## config.mk

```make
export PLATFORM = sky130hd
export DESIGN_NAME = serial_cmd_master_flat
export DESIGN_NICKNAME = d
export VERILOG_FILES = /design/src/rtl/serial_cmd_master_pkg.sv /design/src/rtl/serial_cmd_master_if.sv /design/src/rtl/serial_resp_buffer.sv /design/src/rtl/serial_cmd_master.sv /design/src/flat_wrapper.sv
export SDC_FILE = /design/constraint.sdc
export NUM_CORES = 2
export LEC_CHECK = 0
export CORE_MARGIN = 1.5
export CORE_UTILIZATION = 60
export CTS_BUF_LIST = sky130_fd_sc_hd__clkbuf_16
export CTS_CLUSTER_DIAMETER = 120
export DETAILED_ROUTE_END_ITERATION = 8
export PLACE_DENSITY = 0.77
export RECOVER_POWER = 100
export SKIP_CTS_REPAIR_TIMING = 1
export SYNTH_ARGS = -nofsm -noshare
export SYNTH_HDL_FRONTEND = slang
export SYNTH_HIERARCHICAL = 1
export SYNTH_SLANG_ARGS = --single-unit
```

## constraint.sdc

```tcl
create_clock -name clk -period 4.7 [get_ports clk]
set_clock_uncertainty 0.05 [all_clocks]
set_input_delay 0.94 -clock clk [delete_from_list [all_inputs] [get_ports clk]]
set_output_delay 0.94 -clock clk [all_outputs]
set_load 0.05 [all_outputs]
```

## src/rtl/serial_cmd_master_pkg.sv

```systemverilog
// serial_cmd_pkg: opcodes, reply sizes and FSM state type shared
// by the serial command master, its reply buffer and benches.
package serial_cmd_pkg;

  localparam logic [7:0] CMD_VERSION       = 8'd0;
  localparam logic [7:0] CMD_DEADTICKS     = 8'd1;
  localparam logic [7:0] CMD_FIRINGTICKS   = 8'd2;
  localparam logic [7:0] CMD_TOGGLE_EN     = 8'd3;
  localparam logic [7:0] CMD_TOGGLE_CLKSRC = 8'd4;
  localparam logic [7:0] CMD_SET_PHASE     = 8'd5;
  localparam logic [7:0] CMD_MASK1         = 8'd6;
  localparam logic [7:0] CMD_MASK2         = 8'd7;
  localparam logic [7:0] CMD_PASSTHRU      = 8'd8;
  localparam logic [7:0] CMD_READ_HIST     = 8'd10;
  localparam logic [7:0] CMD_TOGGLE_VETO   = 8'd11;
  localparam logic [7:0] CMD_RESET_PLL     = 8'd13;
  localparam logic [7:0] CMD_VETO_CYCLES   = 8'd14;
  localparam logic [7:0] CMD_CLK_AS_INPUT  = 8'd15;

  localparam int HIST_RESP_BYTES = 288;

  typedef enum logic [2:0] {
    ST_IDLE,
    ST_TX_WAIT,
    ST_TX_GAP,
    ST_RX,
    ST_DONE
  } state_e;

endpackage

```

## src/rtl/serial_cmd_master_if.sv

```systemverilog
// serial_cmd_master_if: command, UART tx/rx and reply readout bus.
// master = command master side, slave = controller/UART side.
interface serial_cmd_master_if #(
  parameter int MAX_ARGS = 4
);

  logic                    cmd_valid;
  logic                    cmd_ready;
  logic [7:0]              cmd_opcode;
  logic [3:0]              cmd_nargs;
  logic [8*MAX_ARGS-1:0]   cmd_args;
  logic [8:0]              cmd_nresp;
  logic                    txBusy;
  logic                    txStart;
  logic [7:0]              txData;
  logic                    rxReady;
  logic [7:0]              rxData;
  logic [6:0]              resp_addr;
  logic [31:0]             resp_word;
  logic [8:0]              resp_count;
  logic                    done;
  logic                    timeout;

  modport master (
    input  cmd_valid, cmd_opcode, cmd_nargs,
    input  cmd_args, cmd_nresp,
    input  txBusy, rxReady, rxData, resp_addr,
    output cmd_ready, txStart, txData,
    output resp_word, resp_count, done, timeout
  );

  modport slave (
    output cmd_valid, cmd_opcode, cmd_nargs,
    output cmd_args, cmd_nresp,
    output txBusy, rxReady, rxData, resp_addr,
    input  cmd_ready, txStart, txData,
    input  resp_word, resp_count, done, timeout
  );

endinterface

```

## src/rtl/serial_resp_buffer.sv

```systemverilog
// serial_resp_buffer: MAX_RESP-byte reply RAM. Ports: clk, reset,
// we/waddr/wdata byte write, raddr word read -> rdata (1-cycle).
module serial_resp_buffer #(
  parameter int MAX_RESP = 288
) (
  input  logic        clk,
  input  logic        reset,
  input  logic        we,
  input  logic [8:0]  waddr,
  input  logic [7:0]  wdata,
  input  logic [6:0]  raddr,
  output logic [31:0] rdata
);

  localparam int WORDS = MAX_RESP / 4;

  logic [7:0]  mem_q [MAX_RESP];
  logic [31:0] rdata_d;
  logic [31:0] rdata_q;
  logic [8:0]  base;

  // Little-endian word: lowest byte address in bits [7:0].
  always_comb begin
    base    = {raddr, 2'b00};
    rdata_d = '0;
    if (int'(raddr) < WORDS) begin
      rdata_d = {mem_q[base + 9'd3],
                 mem_q[base + 9'd2],
                 mem_q[base + 9'd1],
                 mem_q[base]};
    end
  end

  always_ff @(posedge clk) begin
    if (we && int'(waddr) < MAX_RESP) begin
      mem_q[waddr] <= wdata;
    end
  end

  always_ff @(posedge clk) begin
    if (reset) begin
      rdata_q <= '0;
    end else begin
      rdata_q <= rdata_d;
    end
  end

  assign rdata = rdata_q;

endmodule

```

## src/rtl/serial_cmd_master.sv

```systemverilog
// serial_cmd_master: sends opcode + args over UART tx, collects a
// fixed-length reply from UART rx. Ports: clk, reset, bus (master).
module serial_cmd_master
  import serial_cmd_pkg::*;
#(
  parameter int MAX_ARGS       = 4,
  parameter int MAX_RESP       = HIST_RESP_BYTES,
  parameter int TIMEOUT_CYCLES = 5000000
) (
  input logic                 clk,
  input logic                 reset,
  serial_cmd_master_if.master bus
);

  localparam int CW = $clog2(MAX_ARGS + 2);
  localparam int TW = $clog2(TIMEOUT_CYCLES + 1);
  localparam int BW = 8 * (MAX_ARGS + 1);

  state_e          state_q, state_d;
  logic            cmd_ready_q, cmd_ready_d;
  logic            tx_start_q, tx_start_d;
  logic [7:0]      tx_data_q, tx_data_d;
  logic [BW-1:0]   tx_buf_q, tx_buf_d;
  logic [CW-1:0]   sent_q, sent_d;
  logic [CW-1:0]   nargs_q, nargs_d;
  logic [8:0]      nresp_q, nresp_d;
  logic [8:0]      count_q, count_d;
  logic [TW-1:0]   timer_q, timer_d;
  logic [TW-1:0]   timer_inc;
  logic            done_q, done_d;
  logic            timeout_q, timeout_d;
  logic            buf_we;
  logic [31:0]     resp_word;

  always_comb begin
    state_d     = state_q;
    cmd_ready_d = cmd_ready_q;
    tx_start_d  = 1'b0;
    tx_data_d   = tx_data_q;
    tx_buf_d    = tx_buf_q;
    sent_d      = sent_q;
    nargs_d     = nargs_q;
    nresp_d     = nresp_q;
    count_d     = count_q;
    timer_d     = timer_q;
    timer_inc   = timer_q + 1'b1;
    done_d      = 1'b0;
    timeout_d   = timeout_q;
    buf_we      = 1'b0;

    unique case (state_q)
      ST_IDLE: begin
        cmd_ready_d = 1'b1;
        if (bus.cmd_valid && cmd_ready_q) begin
          cmd_ready_d = 1'b0;
          tx_buf_d    = {bus.cmd_args, bus.cmd_opcode};
          sent_d      = '0;
          nargs_d     = (int'(bus.cmd_nargs) > MAX_ARGS)
                      ? CW'(MAX_ARGS) : CW'(bus.cmd_nargs);
          nresp_d     = (int'(bus.cmd_nresp) > MAX_RESP)
                      ? 9'(MAX_RESP) : bus.cmd_nresp;
          count_d     = '0;
          timeout_d   = 1'b0;
          state_d     = ST_TX_WAIT;
          // Launch straight away when the UART is free so the
          // first byte leaves the cycle after accept.
          if (!bus.txBusy) begin
            tx_start_d = 1'b1;
            tx_data_d  = bus.cmd_opcode;
          end
        end
      end

      // tx_start_q high here means the strobe is on the wire now.
      ST_TX_WAIT: begin
        if (tx_start_q) begin
          tx_buf_d = tx_buf_q >> 8;
          sent_d   = sent_q + 1'b1;
          state_d  = ST_TX_GAP;
        end else if (!bus.txBusy) begin
          tx_start_d = 1'b1;
          tx_data_d  = tx_buf_q[7:0];
        end
      end

      ST_TX_GAP: begin
        if (sent_q <= nargs_q) begin
          state_d = ST_TX_WAIT;
          if (!bus.txBusy) begin
            tx_start_d = 1'b1;
            tx_data_d  = tx_buf_q[7:0];
          end
        end else if (nresp_q == '0) begin
          state_d = ST_DONE;
          done_d  = 1'b1;
        end else begin
          state_d = ST_RX;
          timer_d = '0;
        end
      end

      // A byte arriving on the expiry cycle wins over the timer.
      ST_RX: begin
        if (bus.rxReady) begin
          buf_we  = 1'b1;
          count_d = count_q + 9'd1;
          timer_d = '0;
          if (count_q + 9'd1 == nresp_q) begin
            state_d = ST_DONE;
            done_d  = 1'b1;
          end
        end else if (timer_inc == TW'(TIMEOUT_CYCLES)) begin
          timer_d   = timer_inc;
          timeout_d = 1'b1;
          state_d   = ST_DONE;
          done_d    = 1'b1;
        end else begin
          timer_d = timer_inc;
        end
      end

      ST_DONE: begin
        state_d     = ST_IDLE;
        cmd_ready_d = 1'b1;
      end

      default: begin
        state_d = ST_IDLE;
      end
    endcase
  end

  always_ff @(posedge clk) begin
    if (reset) begin
      state_q     <= ST_IDLE;
      cmd_ready_q <= 1'b0;
      tx_start_q  <= 1'b0;
      tx_data_q   <= '0;
      tx_buf_q    <= '0;
      sent_q      <= '0;
      nargs_q     <= '0;
      nresp_q     <= '0;
      count_q     <= '0;
      timer_q     <= '0;
      done_q      <= 1'b0;
      timeout_q   <= 1'b0;
    end else begin
      state_q     <= state_d;
      cmd_ready_q <= cmd_ready_d;
      tx_start_q  <= tx_start_d;
      tx_data_q   <= tx_data_d;
      tx_buf_q    <= tx_buf_d;
      sent_q      <= sent_d;
      nargs_q     <= nargs_d;
      nresp_q     <= nresp_d;
      count_q     <= count_d;
      timer_q     <= timer_d;
      done_q      <= done_d;
      timeout_q   <= timeout_d;
    end
  end

  serial_resp_buffer #(
    .MAX_RESP (MAX_RESP)
  ) u_buf (
    .clk   (clk),
    .reset (reset),
    .we    (buf_we && !reset),
    .waddr (count_q),
    .wdata (bus.rxData),
    .raddr (bus.resp_addr),
    .rdata (resp_word)
  );

  assign bus.cmd_ready  = cmd_ready_q;
  assign bus.txStart    = tx_start_q;
  assign bus.txData     = tx_data_q;
  assign bus.resp_word  = resp_word;
  assign bus.resp_count = count_q;
  assign bus.done       = done_q;
  assign bus.timeout    = timeout_q;

endmodule

```

## src/flat_wrapper.sv

```systemverilog
// flat-port wrapper written by rule: the top's interface ports become plain ports
module serial_cmd_master_flat import serial_cmd_pkg::*;
#(
  parameter int MAX_ARGS       = 4,
  parameter int MAX_RESP       = HIST_RESP_BYTES,
  parameter int TIMEOUT_CYCLES = 5000000
)
  (clk, reset, bus_cmd_valid, bus_cmd_opcode, bus_cmd_nargs, bus_cmd_args, bus_cmd_nresp, bus_txBusy, bus_rxReady, bus_rxData, bus_resp_addr, bus_cmd_ready, bus_txStart, bus_txData, bus_resp_word, bus_resp_count, bus_done, bus_timeout);
  serial_cmd_master_if #(.MAX_ARGS(MAX_ARGS)) bus_i ();
  input logic clk;
  input logic reset;
  input wire logic [$bits(bus_i.cmd_valid)-1:0] bus_cmd_valid;
  input wire logic [$bits(bus_i.cmd_opcode)-1:0] bus_cmd_opcode;
  input wire logic [$bits(bus_i.cmd_nargs)-1:0] bus_cmd_nargs;
  input wire logic [$bits(bus_i.cmd_args)-1:0] bus_cmd_args;
  input wire logic [$bits(bus_i.cmd_nresp)-1:0] bus_cmd_nresp;
  input wire logic [$bits(bus_i.txBusy)-1:0] bus_txBusy;
  input wire logic [$bits(bus_i.rxReady)-1:0] bus_rxReady;
  input wire logic [$bits(bus_i.rxData)-1:0] bus_rxData;
  input wire logic [$bits(bus_i.resp_addr)-1:0] bus_resp_addr;
  output wire logic [$bits(bus_i.cmd_ready)-1:0] bus_cmd_ready;
  output wire logic [$bits(bus_i.txStart)-1:0] bus_txStart;
  output wire logic [$bits(bus_i.txData)-1:0] bus_txData;
  output wire logic [$bits(bus_i.resp_word)-1:0] bus_resp_word;
  output wire logic [$bits(bus_i.resp_count)-1:0] bus_resp_count;
  output wire logic [$bits(bus_i.done)-1:0] bus_done;
  output wire logic [$bits(bus_i.timeout)-1:0] bus_timeout;
  assign bus_i.cmd_valid = bus_cmd_valid;
  assign bus_i.cmd_opcode = bus_cmd_opcode;
  assign bus_i.cmd_nargs = bus_cmd_nargs;
  assign bus_i.cmd_args = bus_cmd_args;
  assign bus_i.cmd_nresp = bus_cmd_nresp;
  assign bus_i.txBusy = bus_txBusy;
  assign bus_i.rxReady = bus_rxReady;
  assign bus_i.rxData = bus_rxData;
  assign bus_i.resp_addr = bus_resp_addr;
  assign bus_cmd_ready = bus_i.cmd_ready;
  assign bus_txStart = bus_i.txStart;
  assign bus_txData = bus_i.txData;
  assign bus_resp_word = bus_i.resp_word;
  assign bus_resp_count = bus_i.resp_count;
  assign bus_done = bus_i.done;
  assign bus_timeout = bus_i.timeout;
  serial_cmd_master #(.MAX_ARGS(MAX_ARGS), .MAX_RESP(MAX_RESP), .TIMEOUT_CYCLES(TIMEOUT_CYCLES)) u_core (.clk(clk), .reset(reset), .bus(bus_i));
endmodule
```

==> impl_metrics.py <==
metrics = {
    "logic_synthesis": {
        "synthArstFlopShare_pct": 0,
        "postSynthCellCount": 4891,
        "yosys_most_used_dff": "sky130_fd_sc_hd__edfxtp_1",
        "syn_area_um2": 95600,
        "proportion_of_synthesized_chip_area_in_sequential_cells_pct": 75.2,
        "syn_avg_cell_area_um2": 19.6,
        "synth_edf_count": 2304,
        "mappedNetlistNets": 4970,
        "yosys_warnings": 6,
        "postSynthRegisterBits": 2438,
        "synth.lib_cells_used.distinct": 84,
    },
    "global_routing": {
        "globalRoute.busiestLayer": "met2",
        "grt_first_pass_wirelength_mm": 369,
        "grt_use_met1_pct": 43.5,
        "grt_antenna_before_repair": 18,
        "grt_start_max_net_pins": 136,
        "grt_usage_pct": 32.1,
        "first_global_vias": 51500,
        "globalRouteMet2Util_pct": 48.6,
        "globalRoute.totalOverflow": 0,
        "grt.met3_usage_pct": 8.90,
    },
    "place": {
        "dpl.hpwl_mm": 160,
        "dp_slack_ps": 459,
        "gpl.final_weighted_congestion": 0.931,
        "placedInstanceArea_um2": 101000,
        "number_of_port_buffers": 125,
    },
    "finish": {
        "fillCellCount": 9707,
        "design.final.nets": 5408,
        "area_growth_syn_to_layout_pct": 12.1,
        "postLayoutCellArea_um2": 107000,
        "post_route_cells_drive_above_1_share_pct": 18.8,
    },
    "worst_setup_path": {
        "worst-r2r-setup-slack_ps": 530,
        "worst_reg2reg_path_startpoint": "u_core/state_q[1]",
        "worst_r2r_endpoint": "u_core/u_buf/mem_q[145][2]",
        "arrival_ps": 4860,
        "crit_path_top_delay_cell": "sky130_fd_sc_hd__clkbuf_2",
        "worstPathMaxFanout": 28,
        "required_time_reported_for_the_critical_path_endpoint_ps": 5380,
        "worstSetupEndpointType": "flip-flop",
        "crit_chain": "clkbuf_2, buf_12, clkbuf_1, buf_4, mux2i_1, a22oi_1, and3_1, a31oi_1, o221ai_1, a211o_1",
        "reg2reg_depth": 9,
        "worstPathBufferInverterCount": 4,
        "family_of_cells_with_the_greatest_summed_delay_on_the_critical_path": "buffers and inverters",
        "start_kind": "primary input",
        "largest_incremental_delay_on_the_critical_path_ps": 1070,
        "worstSetupPathType": "in -> reg",
    },
    "outcome": {
        "status": "complete, but fails checks",
        "failing_checks": "max-capacitance violations, max-slew violations",
    },
    "power": {
        "cellLeakagePower_nw": 34.2,
        "switchingPower_w": 0.00967,
        "total_power_w": 0.0443,
        "swShare_pct": 21.8,
        "share_seq_of_total_power_pct": 53.9,
        "clock_power_share_pct": 40.6,
        "power.internal_w": 0.0346,
        "p_comb_share_pct": 5.5,
        "vdd_ir_drop_max_mv": 0.384,
        "power_per_cell_area_nw_per_um2": 413,
    },
    "clock_network": {
        "clock_sink_count": 2438,
        "cts-htree-levels": 4,
        "cts-buffers-inserted": 227,
        "tritoncts": "done",
        "worst_skew_pair_later_pin_latency_ps": 850,
        "clock_tree.buffer_depth": 3,
        "clkTransAtPathRegs_ps": 60,
        "clk_root_buffer_cell": "sky130_fd_sc_hd__clkbuf_16",
    },
    "timing": {
        "worst_margin_pin_slew_ps": 3540,
        "rsz_0062_raised_after_global_routing": "no",
        "layout_worst_path_cycle_share_pct": 88.9,
        "totalNegativeSetupSlack_ps": 0,
        "slew_viol_final": 1295,
        "final_period_minus_worst_setup_slack_ps": 4180,
        "setup_viol": 0,
        "highest_achievable_clock_rate_mhz": 239,
        "worst_slew_margin_rel_pct": -136,
        "final_critical_path_setup_slack_ps": 523,
        "report.final.hold_viol_count": 0,
    },
    "detailed_routing": {
        "final_antenna_net_count": 0,
        "drt_pass1_iterations": 8,
        "detailroute.via_count": 52800,
        "via_per_inst": 6.94,
        "avgRoutedWirePerCell_um": 34.0,
        "drt_iter0_drc": 7699,
        "drt_drc_violations_left": 0,
        "detail_route.wirelength_mm": 259,
    },
    "min_path": {
        "timing.hold.worst_endpoint": "u_core/nargs_q[0]",
        "path_type_of_the_worst_min_delay_path": "reg -> reg",
        "worstHoldStart": "u_core/nargs_q[0]",
        "hold-path-cell-count": 2,
    },
    "floorplanning": {
        "die_area_um2": 162000,
        "io_pins": 126,
        "dieHeight_um": 402,
        "fp.coreArea_um2": 158000,
        "effective_utilization_at_floorplan_pct": 60.4,
        "die_x_um": 402,
        "placementRows": 146,
    },
    "job": {
        "drv.max_cap_violation_count": 26,
    },
}
==> final cells by class <==
cell class,count,area [um^2],area share (%)
flip-flops and latches,2438,71900,67.1
multi-input cells,2152,21800,20.3
clock buffers,228,5710,5.32
repair buffers,502,3580,3.34
well taps,2072,2590,2.42
clock inverters,199,1610,1.50
inverters,8,30.0,0.0280
diodes,4,10.0,0.00934
==> cells in the mapped netlist (all sizes together), types with 9 or more instances <==
cell type  count  share of area, %
edfxtp      2304                72
mux4         515                12
nor2         430               1.7
mux2i        229               2.4
nand2        209              0.82
buf          171               1.5
dfxtp        134               2.8
clkbuf       120              0.54
a21oi        101              0.53
o21ai         72              0.38
a22oi         58              0.46
nand3         50              0.27
o22ai         47              0.31
a311oi        43              0.39
o221ai        40              0.37
a211oi        35              0.27
nor2b         24              0.16
nor3          22              0.12
and3          20              0.13
a221oi        19              0.18
nand4         16              0.10
mux2          15              0.18
a2111oi       14              0.15
a31oi         14             0.092
o211ai        14              0.11
a22o          13              0.12
or3           12             0.079
xnor2         12              0.11
nand2b        11             0.072
or4           11             0.086
and2           9             0.059
nor4           9             0.065
==> sequential cells by signal, indices dropped and copies added, names as in the netlist <==
signal,cells
u_core/bus.cmd_ready,1
u_core/bus.resp_count,9
u_core/bus.done,1
u_core/u_buf/rdata,32
u_core/state_q,3
u_core/nresp_q,9
u_core/bus.timeout,1
u_core/timer_q,23
u_core/sent_q,3
u_core/u_buf/mem_q,2304
u_core/tx_buf_q,40
u_core/nargs_q,3
u_core/bus.txStart,1
u_core/bus.txData,8
==> placed cells by master (no fill, tap or decap), types with 20 or more instances in the layout <==
cell type	Yosys	final
sky130_fd_sc_hd__a211oi_1	35	35
sky130_fd_sc_hd__a21oi_1	101	101
sky130_fd_sc_hd__a22oi_1	58	58
sky130_fd_sc_hd__a311oi_1	43	43
sky130_fd_sc_hd__and3_1	20	20
sky130_fd_sc_hd__buf_12	6	27
sky130_fd_sc_hd__buf_4	33	139
sky130_fd_sc_hd__bufinv_16	0	21
sky130_fd_sc_hd__clkbuf_1	108	204
sky130_fd_sc_hd__clkbuf_16	0	228
sky130_fd_sc_hd__clkdlybuf4s50_1	0	55
sky130_fd_sc_hd__clkinv_1	1	52
sky130_fd_sc_hd__clkinv_2	0	47
sky130_fd_sc_hd__dfxtp_1	134	134
sky130_fd_sc_hd__dlygate4sd3_1	0	55
sky130_fd_sc_hd__edfxtp_1	2304	2304
sky130_fd_sc_hd__inv_1	6	55
sky130_fd_sc_hd__mux2i_1	229	229
sky130_fd_sc_hd__mux4_1	31	31
sky130_fd_sc_hd__mux4_2	484	484
sky130_fd_sc_hd__nand2_1	209	209
sky130_fd_sc_hd__nand3_1	49	47
sky130_fd_sc_hd__nor2_1	430	426
sky130_fd_sc_hd__nor3_1	21	20
sky130_fd_sc_hd__o21ai_0	67	68
sky130_fd_sc_hd__o221ai_1	40	40
sky130_fd_sc_hd__o22ai_1	47	47
==> worst min-delay path, stage by stage, from the launching register on <==
cell,delay (ps)
sky130_fd_sc_hd__dfxtp_1,310
sky130_fd_sc_hd__nand2_1,60
sky130_fd_sc_hd__a21oi_1,50
==> worst max path at each step <==
| stage | startpoint | to | slack, ps | cells after the start |
|---|---|---|---|---|
| after floorplan | reset | u_core/u_buf/mem_q[125][0] | 1410 | 10 |
| after global placement | bus_resp_addr[4] | u_core/u_buf/rdata[8] | 540 | 10 |
| final | bus_resp_addr[0] | u_core/u_buf/rdata[21] | 520 | 10 |
| after global routing | bus_rxData[2] | u_core/u_buf/mem_q[44][2] | 470 | 2 |
| after detailed placement | bus_resp_addr[4] | u_core/u_buf/rdata[8] | 460 | 10 |
| after CTS | u_core/bus.resp_count[2] | bus_resp_count[2] | 1050 | 1 |
==> kinds of logic after synthesis <==
group	share of synthesized area, %
XOR/XNOR	0.174
flip-flops	75.2
buffers and inverters	2.10
AND/OR/NAND/NOR	3.90
adder cells (fa/ha/maj)	0.0785
multiplexers	14.8
AO/OA/AOI/OAI	3.76
==> through the flow <==
step	hold slack (ps)	std cells	util, %
floorplan	382	4891	-
global placement	393	7172	63.6
detailed placement	405	7172	63.6
CTS	412	7599	68.2
global route	435	7602	67.7
finish	411	7603	67.7
==> per-layer routing <==
| layer | up-vias | wire length (um) |
|---|---|---|
| li1 | 21000 | - |
| met1 | 26700 | 88300 |
| met2 | 4269 | 119000 |
| met3 | 841 | 35500 |
| met4 | 18 | 16000 |
| met5 | - | 155 |
==> power groups by stage <==
stage	clock network, W	logic [W]	registers [W]
3_5_place_dp	0	0.00241	0.0243
6_report	0.0180	0.00244	0.0239
3_3_place_gp	0	0.00236	0.0243
4_1_cts	0.0181	0.00243	0.0239
5_1_grt	0.0189	0.00251	0.0239
2_1_floorplan	0	0.00119	0.0244
Power figures use the tool's default switching activity.
